`config.mk`:
```
export PLATFORM = sky130hd
export DESIGN_NAME = ecsu_dwell
export DESIGN_NICKNAME = d
export VERILOG_FILES = /design/src/rtl/ecsu_dwell.sv
export SDC_FILE = /design/constraint.sdc
export NUM_CORES = 1
export LEC_CHECK = 0
export BUFFER_PORTS_ARGS = -buffer_cell sky130_fd_sc_hd__buf_2
export CAP_MARGIN = 20
export CORE_ASPECT_RATIO = 0.9
export CORE_MARGIN = 2
export CORE_UTILIZATION = 55
export CTS_BUF_LIST = sky130_fd_sc_hd__clkbuf_16
export CTS_CLUSTER_DIAMETER = 30
export CTS_CLUSTER_SIZE = 30
export DETAILED_ROUTE_END_ITERATION = 12
export GPL_TIMING_DRIVEN = 1
export PLACE_DENSITY = 0.92
export SETUP_SLACK_MARGIN = 0.2
export SLEW_MARGIN = 20
export SYNTH_ARGS = -nofsm -noshare
export SYNTH_HDL_FRONTEND = slang
export SYNTH_SLANG_ARGS = --single-unit
export TNS_END_PERCENT = 50
```
`constraint.sdc`:
```
create_clock -name CLK -period 6.8 [get_ports CLK]
set_input_delay 1.36 -clock CLK [delete_from_list [all_inputs] [get_ports CLK]]
set_output_delay 1.36 -clock CLK [all_outputs]
set_load 0.05 [all_outputs]
```
`src/rtl/ecsu_dwell.sv`:
```
// Environmental condition supervision unit with dwell-filtered alert levels,
// latched emergency and a saturating severe-entry counter.
module ecsu_dwell #(
    parameter int WIND_W       = 6,
    parameter int TEMP_W       = 8,
    parameter int WIND_CAUTION = 10,
    parameter int WIND_SEVERE  = 15,
    parameter int WIND_EMERG   = 20,
    parameter int TEMP_SEVERE  = 35,
    parameter int TEMP_EMERG   = 40,
    parameter int UP_DWELL     = 2,
    parameter int DOWN_DWELL   = 4,
    parameter int CNT_W        = 8
) (
    input  logic              CLK,
    input  logic              RST,
    input  logic              thunderstorm,
    input  logic [WIND_W-1:0] wind,
    input  logic [1:0]        visibility,
    input  logic [TEMP_W-1:0] temperature,
    input  logic              ack_emergency,
    output logic              severe_weather,
    output logic              emergency_landing_alert,
    output logic [1:0]        ECSU_state,
    output logic [CNT_W-1:0]  severe_event_count
);

    localparam logic [1:0] S_CLEAR = 2'b00;
    localparam logic [1:0] S_CAUT  = 2'b01;
    localparam logic [1:0] S_HIGH  = 2'b10;
    localparam logic [1:0] S_EMERG = 2'b11;

    localparam int MAXD = (UP_DWELL > DOWN_DWELL) ? UP_DWELL : DOWN_DWELL;
    localparam int DW   = (MAXD < 2) ? 1 : $clog2(MAXD + 1);

    localparam logic [DW-1:0] L_UP  = DW'(UP_DWELL);
    localparam logic [DW-1:0] L_DN  = DW'(DOWN_DWELL);
    localparam logic [DW-1:0] L_ONE = DW'(1);

    localparam logic [WIND_W-1:0] L_WC = WIND_W'(WIND_CAUTION);
    localparam logic [WIND_W-1:0] L_WS = WIND_W'(WIND_SEVERE);
    localparam logic [WIND_W-1:0] L_WE = WIND_W'(WIND_EMERG);

    localparam logic signed [TEMP_W-1:0] L_TS  = TEMP_W'(TEMP_SEVERE);
    localparam logic signed [TEMP_W-1:0] L_TSN = TEMP_W'(-TEMP_SEVERE);
    localparam logic signed [TEMP_W-1:0] L_TE  = TEMP_W'(TEMP_EMERG);
    localparam logic signed [TEMP_W-1:0] L_TEN = TEMP_W'(-TEMP_EMERG);

    logic [1:0]        r_state;
    logic [DW-1:0]     r_cnt;
    logic              r_dir;
    logic              r_sev;
    logic              r_alert;
    logic [CNT_W-1:0]  r_events;

    logic signed [TEMP_W-1:0] w_temp;
    logic              w_emerg;
    logic              w_severe;
    logic              w_caution;
    logic [1:0]        w_tgt;
    logic [1:0]        w_nstate;
    logic [DW-1:0]     w_ncnt;
    logic              w_ndir;
    logic [DW-1:0]     w_run;
    logic              w_entry;

    assign w_temp = temperature;

    always_comb begin
        w_emerg   = (wind > L_WE) | (w_temp > L_TE) | (w_temp < L_TEN);
        w_severe  = w_emerg | thunderstorm | (wind > L_WS)
                  | (w_temp > L_TS) | (w_temp < L_TSN)
                  | (visibility == 2'b11);
        w_caution = (wind > L_WC) | (visibility == 2'b01)
                  | (visibility == 2'b10);
        if (w_emerg)        w_tgt = S_EMERG;
        else if (w_severe)  w_tgt = S_HIGH;
        else if (w_caution) w_tgt = S_CAUT;
        else                w_tgt = S_CLEAR;
    end

    // r_dir: 1 = counting up, 0 = counting down; a flip restarts at one
    always_comb begin
        w_nstate = r_state;
        w_ncnt   = r_cnt;
        w_ndir   = r_dir;
        w_run    = L_ONE;
        if (r_state == S_EMERG) begin
            w_ncnt = '0;
            if (ack_emergency && (w_tgt != S_EMERG))
                w_nstate = S_HIGH;
        end else if (w_tgt == S_EMERG) begin
            w_nstate = S_EMERG;
            w_ncnt   = '0;
        end else if (w_tgt > r_state) begin
            w_ndir = 1'b1;
            w_run  = (r_dir && (r_cnt != '0)) ? r_cnt + L_ONE : L_ONE;
            if (w_run >= L_UP) begin
                w_nstate = w_tgt;
                w_ncnt   = '0;
            end else begin
                w_ncnt = w_run;
            end
        end else if (w_tgt < r_state) begin
            w_ndir = 1'b0;
            w_run  = (!r_dir && (r_cnt != '0)) ? r_cnt + L_ONE : L_ONE;
            if (w_run >= L_DN) begin
                w_nstate = r_state - 2'd1;
                w_ncnt   = '0;
            end else begin
                w_ncnt = w_run;
            end
        end else begin
            w_ncnt = '0;
        end
        w_entry = !r_state[1] && w_nstate[1];
    end

    always_ff @(posedge CLK) begin
        if (RST) begin
            r_state  <= S_CLEAR;
            r_cnt    <= '0;
            r_dir    <= 1'b0;
            r_sev    <= 1'b0;
            r_alert  <= 1'b0;
            r_events <= '0;
        end else begin
            r_state <= w_nstate;
            r_cnt   <= w_ncnt;
            r_dir   <= w_ndir;
            r_sev   <= w_severe;
            r_alert <= (w_nstate == S_EMERG);
            if (w_entry && (r_events != '1))
                r_events <= r_events + 1'b1;
        end
    end

    assign severe_weather          = r_sev;
    assign emergency_landing_alert = r_alert;
    assign ECSU_state              = r_state;
    assign severe_event_count      = r_events;

endmodule

```
==> results of run 1 <==
==> state kept, by name (all words and copies together) (netlist names) <==
signal                   count
severe_event_count           8
r_cnt                        3
ECSU_state                   2
emergency_landing_alert      1
r_dir                        1
severe_weather               1
==> layer usage <==
metal	vias up	share of wire
li1	580	-
met1	555	0.38
met2	61	0.50
met3	16	0.075
met4	0	0.039
met5	-	0
==> Yosys cell counts, types with 3 or more instances <==
library cell,instances
o21ai_0,8
a21oi_1,12
o211ai_1,4
or3_1,4
ha_1,6
dfxtp_1,16
inv_1,8
nor2b_1,3
nand2b_1,3
nand2_1,7
a211oi_1,3
nor2_1,11
==> logic make-up (layout without fill, tap and decap cells) <==
group                    after synthesis  after routing  synth area share
AND/OR/NAND/NOR                       49             49             0.271
AO/OA/AOI/OAI                         48             48             0.329
flip-flops                            16             16             0.276
buffers and inverters                 10             43            0.0387
adder cells (fa/ha/maj)                6              6            0.0646
other                                  1              1           0.00323
XOR/XNOR                               1              1           0.00754
multiplexers                           1              1           0.00969
==> critical path, cell delays in order <==
cell and delay, ns:
buf_2 0.10, nand2_1 0.05, a2111oi_0 0.64, a21oi_1 0.22, a2111oi_0 0.44, ha_1 0.32, nand2_1 0.08, o21ai_0 0.19
o311a_2 0.57, or4_1 0.52, a21oi_1 0.17
==> stage by stage <==
stage | instances | area (um2)
2_1_floorplan | 132 | 1160
3_3_place_gp | 186 | 1330
3_5_place_dp | 186 | 1330
4_1_cts | 190 | 1410
5_1_grt | 190 | 1410
6_report | 190 | 1410
==> report_power, final <==
| group | total (mW) | internal, mW | leakage (nW) | switching (mW) |
|---|---|---|---|---|
| clock | 0.112 | 0.0778 | 0.0385 | 0.0346 |
| sequential | 0.104 | 0.0990 | 0.131 | 0.00505 |
| combinational | 0.0712 | 0.0240 | 0.417 | 0.0472 |
| total | 0.288 | 0.201 | 0.586 | 0.0869 |
==> how the worst max path moves through the flow <==
stage | slack, ns | to | cells after the start
2_1_floorplan | 2.83 | severe_event_count[1] | 12
3_3_place_gp | 2.48 | severe_event_count[5] | 12
3_5_place_dp | 2.24 | severe_event_count[5] | 11
4_1_cts | 2.46 | severe_event_count[5] | 11
5_1_grt | 2.20 | severe_event_count[3] | 11
6_report | 2.32 | severe_event_count[5] | 11
==> final cells by class <==
type | count | area, um2 | area share
clock inverters | 1 | 3.75 | 0.00266
flip-flops and latches | 16 | 320 | 0.227
clock buffers | 3 | 75.1 | 0.0531
inverters | 8 | 30.0 | 0.0213
well taps | 25 | 31.3 | 0.0221
multi-input cells | 106 | 797 | 0.564
repair buffers | 31 | 155 | 0.110
==> metrics.md, run 1 <==
| Metric | Value |
|---|---|
| Outcome | `finished clean` |
| Cells after Synth | `132` |
| Pwr Total | `288 uW` |
| GR Util All Layers | `0.271` |
| Clk_skew | `0.00179 ns` |
| DRC viols | `0` |
| Setup CP Type | `input port to register` |
| Via-to-Cell Ratio | `approximately 6.4` |
| Max Fanout on Critical Path | `16` |
| Worst hold margin | `0.503 ns` |
| Area share of the largest cell type after synthesis | `0.276` |
| RR Endpoint | `severe_event_count[5]` |
| Slew Viols, Final | `0` |
| Fin nets | `approximately 190` |
| Register-to-Register Path Depth | `7` |
| CP endpoint kind | `register` |
| Antenna Nets Post-Route | `0` |
| RSZ-0062 raised after global routing | `false` |
| Dpl ws | `~2.2 ns` |
| Commonest non-fill, non-tap cell in the layout | `buf_2` |
| CTS Hold Bufs | `0` |
| Relative slew margins | `0.543` |
| Yosys top cell by area | `dfxtp_1` |
| Initial antenna violation count | `0` |
| CTS root buf | `clkbuf_16` |
| Clk buf depth | `2` |
| Worst hold path type | `register to register` |
| R2R Path Start | `ECSU_state[1]` |
| 1st-iter DRT viols | `54` |
| Asr flop ratio synth | `0` |
| Sequential element share of the synthesized area | `0.276` |
| Clock slew at reported path FFs | `~0.05 ns` |
| Met2 Resource Use GR | `0.505` |
| First-pass GRT wire length | `4800 um` |
| Post-Syn Nets | `158` |
| Cell Rows | `15` |
| Layout cells sized above 1 | `0.279` |
| Area growth syn-to-layout | `21.5%` |
| Vias in the first global route | `1113` |
| Post-synth EDFFs | `0` |
| Fin crit share | `0.659` |
| Period minus WS final | `4.48 ns` |
| CP Launch Type | `input port` |
| Finished Core Util | `0.724` |
| Final setup TNS | `0 ns` |
| WHS Endpoint | `r_cnt[0]` |
| Pleak | `0.586 nW` |
| WL per Instance | `15.7 um` |
| Detail Placement HPWL | `2210 um` |
| Netlist cell types | `49` |
| Critical Path AT | `4.66 ns` |
| # port buffers | `31` |
| DR vias | `1212` |
| Cts repair resizes | `0` |
| CTS H-tree depth | `1` |
| Worst-Margin Slew | `between 0.6 and 0.7 ns` |
| Final setup fails | `0` |
| Die ar. | `between 2000 and 2500 um2` |
| Ports | `32` |
| Met3 usage | `0.0656` |
| Placeable Area | `around 2000 um2` |
| Die W | `52.5 um` |
| Peak supply drop | `between 0.15 and 0.2 mV` |
| # clock sinks | `16` |
| Synthesized area | `1160 um2` |
| M1 GR Usage | `0.283` |
| Gr busiest metal | `met2` |
| DRT Pass-1 Iters | `4` |
| Num CTS Buffers | `3` |
| Largest net degree at the start of global routing | `17` |
| Total of max-cap violations | `0` |
| Die height | `47.6 um` |
| GP Congestion | `between 0.8 and 0.9` |
| Layout fillers | `149` |
| Hold Path Stages | `1` |
| F_max | `0.223 GHz` |
| Hold Path Origin | `r_cnt[0]` |
| Clock latency on the worst-skew pair | `around 0.24 ns` |
| Main synth FF type | `dfxtp_1` |
| Grt total ovfl | `0` |
| Synth area leaders | `dfxtp_1, ha_1, a21oi_1` |
| Yosys warns | `0` |
| Power Dens Cells | `roughly 200 nW/um2` |
| Worst Setup SP | `wind[1]` |
| # diodes | `0` |
| Fin. Hold Viols | `0` |
| Initial core utilization | `0.596` |
| #FFs+latches synth | `16` |
| Commonest non-fill, non-tap cells in the layout | `buf_2, dfxtp_1, a21oi_1` |
| Final worst slack | `2.32 ns` |
| Critical Path RT | `6.97 ns` |
| TritonCTS clock tree | `built` |
| WL final | `2970 um` |
| Post-CTS setup buffers | `0` |
| Mean post-synth cell area | `8.81 um2` |
| FF-to-FF setup slack | `4.11 ns` |
Note: power is estimated with default switching activity, not from simulation.
==> run 2, diff against run 1 <==
- CORE_UTILIZATION: 55 -> 46
- PLACE_DENSITY: 0.92 -> 0.83
- clock period: 6.8 -> 3.7 ns (I/O delays scaled with it)
==> run 2 against run 1 <==
Net effect:
- final area rose by 5.9%
- hold slack improved by 0.00099 ns
- critical path type unchanged
- combinational power rose by 110%
- final cell count up 4.2%
==> metrics.md, run 2 (synthesis results as in run 1) <==
| Metric | Value |
|---|---|
| Outcome | `finished clean` |
| 1st-iter DRT viols | `110` |
| Worst-Margin Slew | `roughly 0.62 ns` |
| # diodes | `0` |
| WHS Endpoint | `r_cnt[0]` |
| WL met1 | `1270 um` |
| Fin. Hold Viols | `0` |
| Clock slew at reported path FFs | `0.04 ns` |
| Die height | `~52 um` |
| Hold Path Stages | `1` |
| Commonest non-fill, non-tap cells in the layout | `buf_2, dfxtp_1, nor2_1` |
| Pleak | `0.616 nW` |
| Layout cells sized above 1 | `0.335` |
| Critical Path AT | `3.47 ns` |
| Cell Rows | `17` |
| DRT Pass-1 Iters | `4` |
| Max Fanout on Critical Path | `8` |
| # clock sinks | `16` |
| Post-CTS setup buffers | `0` |
| Relative slew margins | `0.581` |
| Total of max-cap violations | `0` |
| WL met2 | `~1500 um` |
| Peak supply drop | `0.397 mV` |
| Num CTS Buffers | `3` |
| FF-to-FF setup slack | `1.18 ns` |
| Commonest non-fill, non-tap cell in the layout | `buf_2` |
| TritonCTS clock tree | `built` |
| Largest net degree at the start of global routing | `17` |
| Dpl cell area | `between 1000 and 1500 um2` |
| WL per Instance | `15.4 um` |
| Routed met3 length | `approximately 210 um` |
| Area growth syn-to-layout | `28.7%` |
| CTS H-tree depth | `1` |
| DRC viols | `0` |
| Initial core utilization | `0.479` |
| Layout Cells excl Fill | `198` |
| Hold Path Origin | `r_cnt[0]` |
| Register-to-Register Path Depth | `8` |
| Worst hold path type | `register to register` |
| CTS root buf | `clkbuf_16` |
| # port buffers | `31` |
| Fin crit share | `0.903` |
| Power Dens Cells | `between 300 and 400 nW/um2` |
| Vias in the first global route | `1062` |
| Via-to-Cell Ratio | `between 6 and 7` |
| DR vias | `1242` |
| Detail Placement HPWL | `2160 um` |
| Placed Cells | `between 150 and 200` |
| Fin nets | `198` |
| RSZ-0062 raised after global routing | `false` |
| First-pass GRT wire length | `4640 um` |
| Pwr Total | `550 uW` |
| Antenna Nets Post-Route | `0` |
| Die ar. | `2950 um2` |
| Design Area, Final | `1500 um2` |
| R2R Path Start | `r_cnt[0]` |
| Dpl ws | `-0.0701 ns` |
| GP Congestion | `roughly 0.90` |
| Final worst slack | `0.360 ns` |
| Die W | `57.0 um` |
| Clk buf depth | `2` |
| Ports | `32` |
| Clock latency on the worst-skew pair | `~0.25 ns` |
| CTS Hold Bufs | `0` |
| Top layer used by detailed routing | `met4` |
| Max reg flops | `8` |
| F_max | `0.299 GHz` |
| Clk_skew | `~0.0059 ns` |
| Final setup fails | `0` |
| CP endpoint kind | `register` |
| Final setup TNS | `0 ns` |
| Period minus WS final | `3.34 ns` |
| Critical Path RT | `3.83 ns` |
| Initial antenna violation count | `0` |
| Placeable Area | `2420 um2` |
| RR Endpoint | `severe_event_count[5]` |
| GR Util All Layers | `0.206` |
| Slew Viols, Final | `0` |
| Grt total ovfl | `0` |
| Setup CP Type | `input port to register` |
| WL final | `3060 um` |
| CP Launch Type | `input port` |
[run 2: critical path, stage by stage]
cell       delay [ns]
buf_2            0.14
nor4b_4          0.38
a21oi_2          0.11
nand3b_1         0.16
a21oi_2          0.06
a2111oi_2        0.24
ha_1             0.21
nor2b_1          0.07
buf_4            0.15
a211o_1          0.27
a31oi_2          0.26
o311a_4          0.29
nor3_1           0.07
mux2_1           0.31
[run 2: worst max-delay path by stage]
stage	startpoint	endpoint	slack (ns)
floorplan	visibility[1]	severe_event_count[1]	0.35
global placement	wind[3]	severe_event_count[5]	0.09
detailed placement	temperature[7]	emergency_landing_alert	-0.07
CTS	temperature[7]	severe_event_count[7]	0.23
global route	temperature[7]	severe_event_count[5]	0.18
finish	temperature[7]	severe_event_count[7]	0.36
[run 2: cell type report]
| cell class | count | area [um2] |
|---|---|---|
| Inverter | 8 | 30.0 |
| Sequential cell | 16 | 320 |
| Timing Repair Buffer | 36 | 193 |
| Tap cell | 28 | 35.0 |
| Clock buffer | 3 | 75.1 |
| Fill cell | 206 | 928 |
| Multi-Input combinational cell | 107 | 843 |
[run 2: metrics by stage]
step | hold slack (ns) | utilization
after floorplan | 0.452 | -
after global placement | 0.474 | 0.567
after detailed placement | 0.494 | 0.567
after CTS | 0.499 | 0.602
after global routing | 0.530 | 0.617
final | 0.504 | 0.617
[run 2: timing repair]
item / in CTS / in global routing
gates resized for setup: 2 / 7
gates cloned: 0 / 1
endpoints found under the setup margin: 4 / 10
[run 2: per-layer routing]
metal / track usage / up-vias
met5: 0 / -
met4: 0.101 / 0
met3: 0.0647 / 11
met2: 0.345 / 53
met1: 0.238 / 588
li1: - / 590
[run 2: where the power goes]
part | leakage, nW | internal (mW) | switching [mW]
registers | 0.131 | 0.182 | 0.0100
logic | 0.448 | 0.0536 | 0.0958
clock network | 0.0370 | 0.142 | 0.0669
total | 0.616 | 0.377 | 0.173
==> run 3, diff against run 2 <==
- REMOVE_ABC_BUFFERS: not set -> 1
==> run 3 against run 2 <==
Net effect:
- first-iteration DRC count shrank 69%
- critical path depth shrank 3
- critical endpoint unchanged
- die area is the same
- setup slack lost 0.095 ns
- largest cell class unchanged
- clock skew shrank 0.0028 ns
- wire length shrank 9.0%
- total power shrank 3.5%
- final cell count shrank 1.0%
==> metrics.md, run 3 (synthesis results as in run 1) <==
| Metric | Value |
|---|---|
| CTS Hold Bufs | `0` |
| Critical Path AT | `3.56 ns` |
| Power Dens Cells | `361 nW/um2` |
| # clock sinks | `16` |
| CP endpoint kind | `register` |
| Clock latency on the worst-skew pair | `0.24 ns` |
| Worst hold path type | `register to register` |
| DRC viols | `0` |
| Clk_skew | `0.00307 ns` |
| First-pass GRT wire length | `4850 um` |
| CP bufs+invs | `1` |
| WL per Instance | `14.2 um` |
| Commonest non-fill, non-tap cell in the layout | `buf_2` |
| Worst path most repeated cell | `nand2_1` |
| Setup CP Type | `input port to register` |
| Commonest non-fill, non-tap cells in the layout | `buf_2, dfxtp_1, nor2_1, a21oi_1, inv_1` |
| CP Cell Sequence | `buf_2 -> nand2_1 -> a2111oi_1 -> a21oi_2 -> a2111oi_2 -> ha_1 -> nand2_1 -> o21ai_2 -> o311a_4 -> nor3_1 -> mux2_1` |
| Largest incremental delay on the critical path | `0.60 ns` |
| Via-to-Cell Ratio | `5.96` |
| GR Util All Layers | `0.208` |
| Fin. Hold Viols | `0` |
| Placeable Area | `2420 um2` |
| Die height | `51.7 um` |
| Fin nets | `196` |
| Peak supply drop | `around 0.40 mV` |
| Top delay family on crit path | `compound AO/OA/AOI/OAI gates` |
| Area growth syn-to-layout | `26.5%` |
| Grt total ovfl | `0` |
| Max Fanout on Critical Path | `16` |
| F_max | `0.291 GHz` |
| Final setup fails | `0` |
| Slew Viols, Final | `0` |
| Period minus WS final | `between 3 and 4 ns` |
| 1st-iter DRT viols | `34` |
| CTS root buf | `clkbuf_16` |
| Initial antenna violation count | `0` |
| Relative slew margins | `0.602` |
| Num CTS Buffers | `3` |
| Max reg flops | `8` |
| Layout cells sized above 1 | `0.321` |
| FF-to-FF setup slack | `1.18 ns` |
| TritonCTS clock tree | `built` |
| Die W | `between 50 and 60 um` |
| GP Congestion | `slightly above 0.9` |
| Clock slew at reported path FFs | `around 0.040 ns` |
| Largest net degree at the start of global routing | `17` |
| Detail Placement HPWL | `slightly above 2000 um` |
| Crit path max-delay cell type | `a2111oi_1` |
| Dpl cell area | `1370 um2` |
| Design Area, Final | `1470 um2` |
| Cell Rows | `17` |
| DR vias | `1169` |
| CTS H-tree depth | `1` |
| Outcome | `finished clean` |
| DRT Pass-1 Iters | `4` |
| # port buffers | `31` |
| RSZ-0062 raised after global routing | `false` |
| # diodes | `0` |
| Clk buf depth | `2` |
| Worst-Margin Slew | `0.595 ns` |
| Initial core utilization | `0.479` |
| CP Launch Type | `input port` |
| Worst hold margin | `0.493 ns` |
| Antenna Nets Post-Route | `0` |
| Critical Path RT | `about 3.8 ns` |
| Vias in the first global route | `1151` |
| Post-CTS setup buffers | `0` |
| Total of max-cap violations | `0` |
| Pleak | `0.606 nW` |
| Die ar. | `~2900 um2` |
| WL final | `2780 um` |
| Ports | `32` |
| Fin crit share | `0.928` |
-- run 3: worst reg2reg max path: stages (launching register included) --
cell and delay (ns):
dfxtp_1 0.35, inv_1 0.05, ha_1 0.20, or4b_4 0.51, a211o_1 0.31, a31oi_1 0.24
o311a_4 0.33, nor3_1 0.09, mux2_1 0.32
-- run 3: report_power, final --
part	total (mW)	leakage, nW	switching, mW	internal, mW
clock network	0.200	0.0370	0.0591	0.141
logic	0.139	0.438	0.0898	0.0492
registers	0.191	0.131	0.00936	0.182
total	0.531	0.606	0.158	0.372
-- run 3: per-layer routing --
metal,part of all wire,track usage
met4,0.048,0.147
met2,0.48,0.328
met1,0.44,0.253
met5,0,0
met3,0.037,0.0448
-- run 3: final timing paths --
kind,startpoint,end,cells past startpoint
max,wind[3],severe_event_count[7],11
min,r_cnt[0],r_cnt[0],1
max reg2reg,r_cnt[0],severe_event_count[7],8
min reg2reg,r_cnt[0],r_cnt[0],1
-- run 3: layout make-up --
class | count | area (um2)
flip-flops and latches | 16 | 320
inverters | 8 | 30.0
multi-input cells | 106 | 825
repair buffers | 35 | 185
well taps | 28 | 35.0
fillers | 200 | 955
clock buffers | 3 | 75.1
-- run 3: stage by stage --
step	worst slack (ns)	utilization	std cells	total power, mW	setup TNS [ns]
5_1_grt	0.134	0.606	196	0.558	0
6_report	0.265	0.606	196	0.531	0
3_3_place_gp	0.0333	0.564	193	0.320	0
3_5_place_dp	-0.268	0.564	193	0.325	-1.41
4_1_cts	0.253	0.602	196	0.531	0
2_1_floorplan	0.309	-	130	0.284	0
-- run 3: timing repair --
item	CTS	global route
gates resized for setup	4	4
pin swaps	0	0
endpoints found under the setup margin	9	9
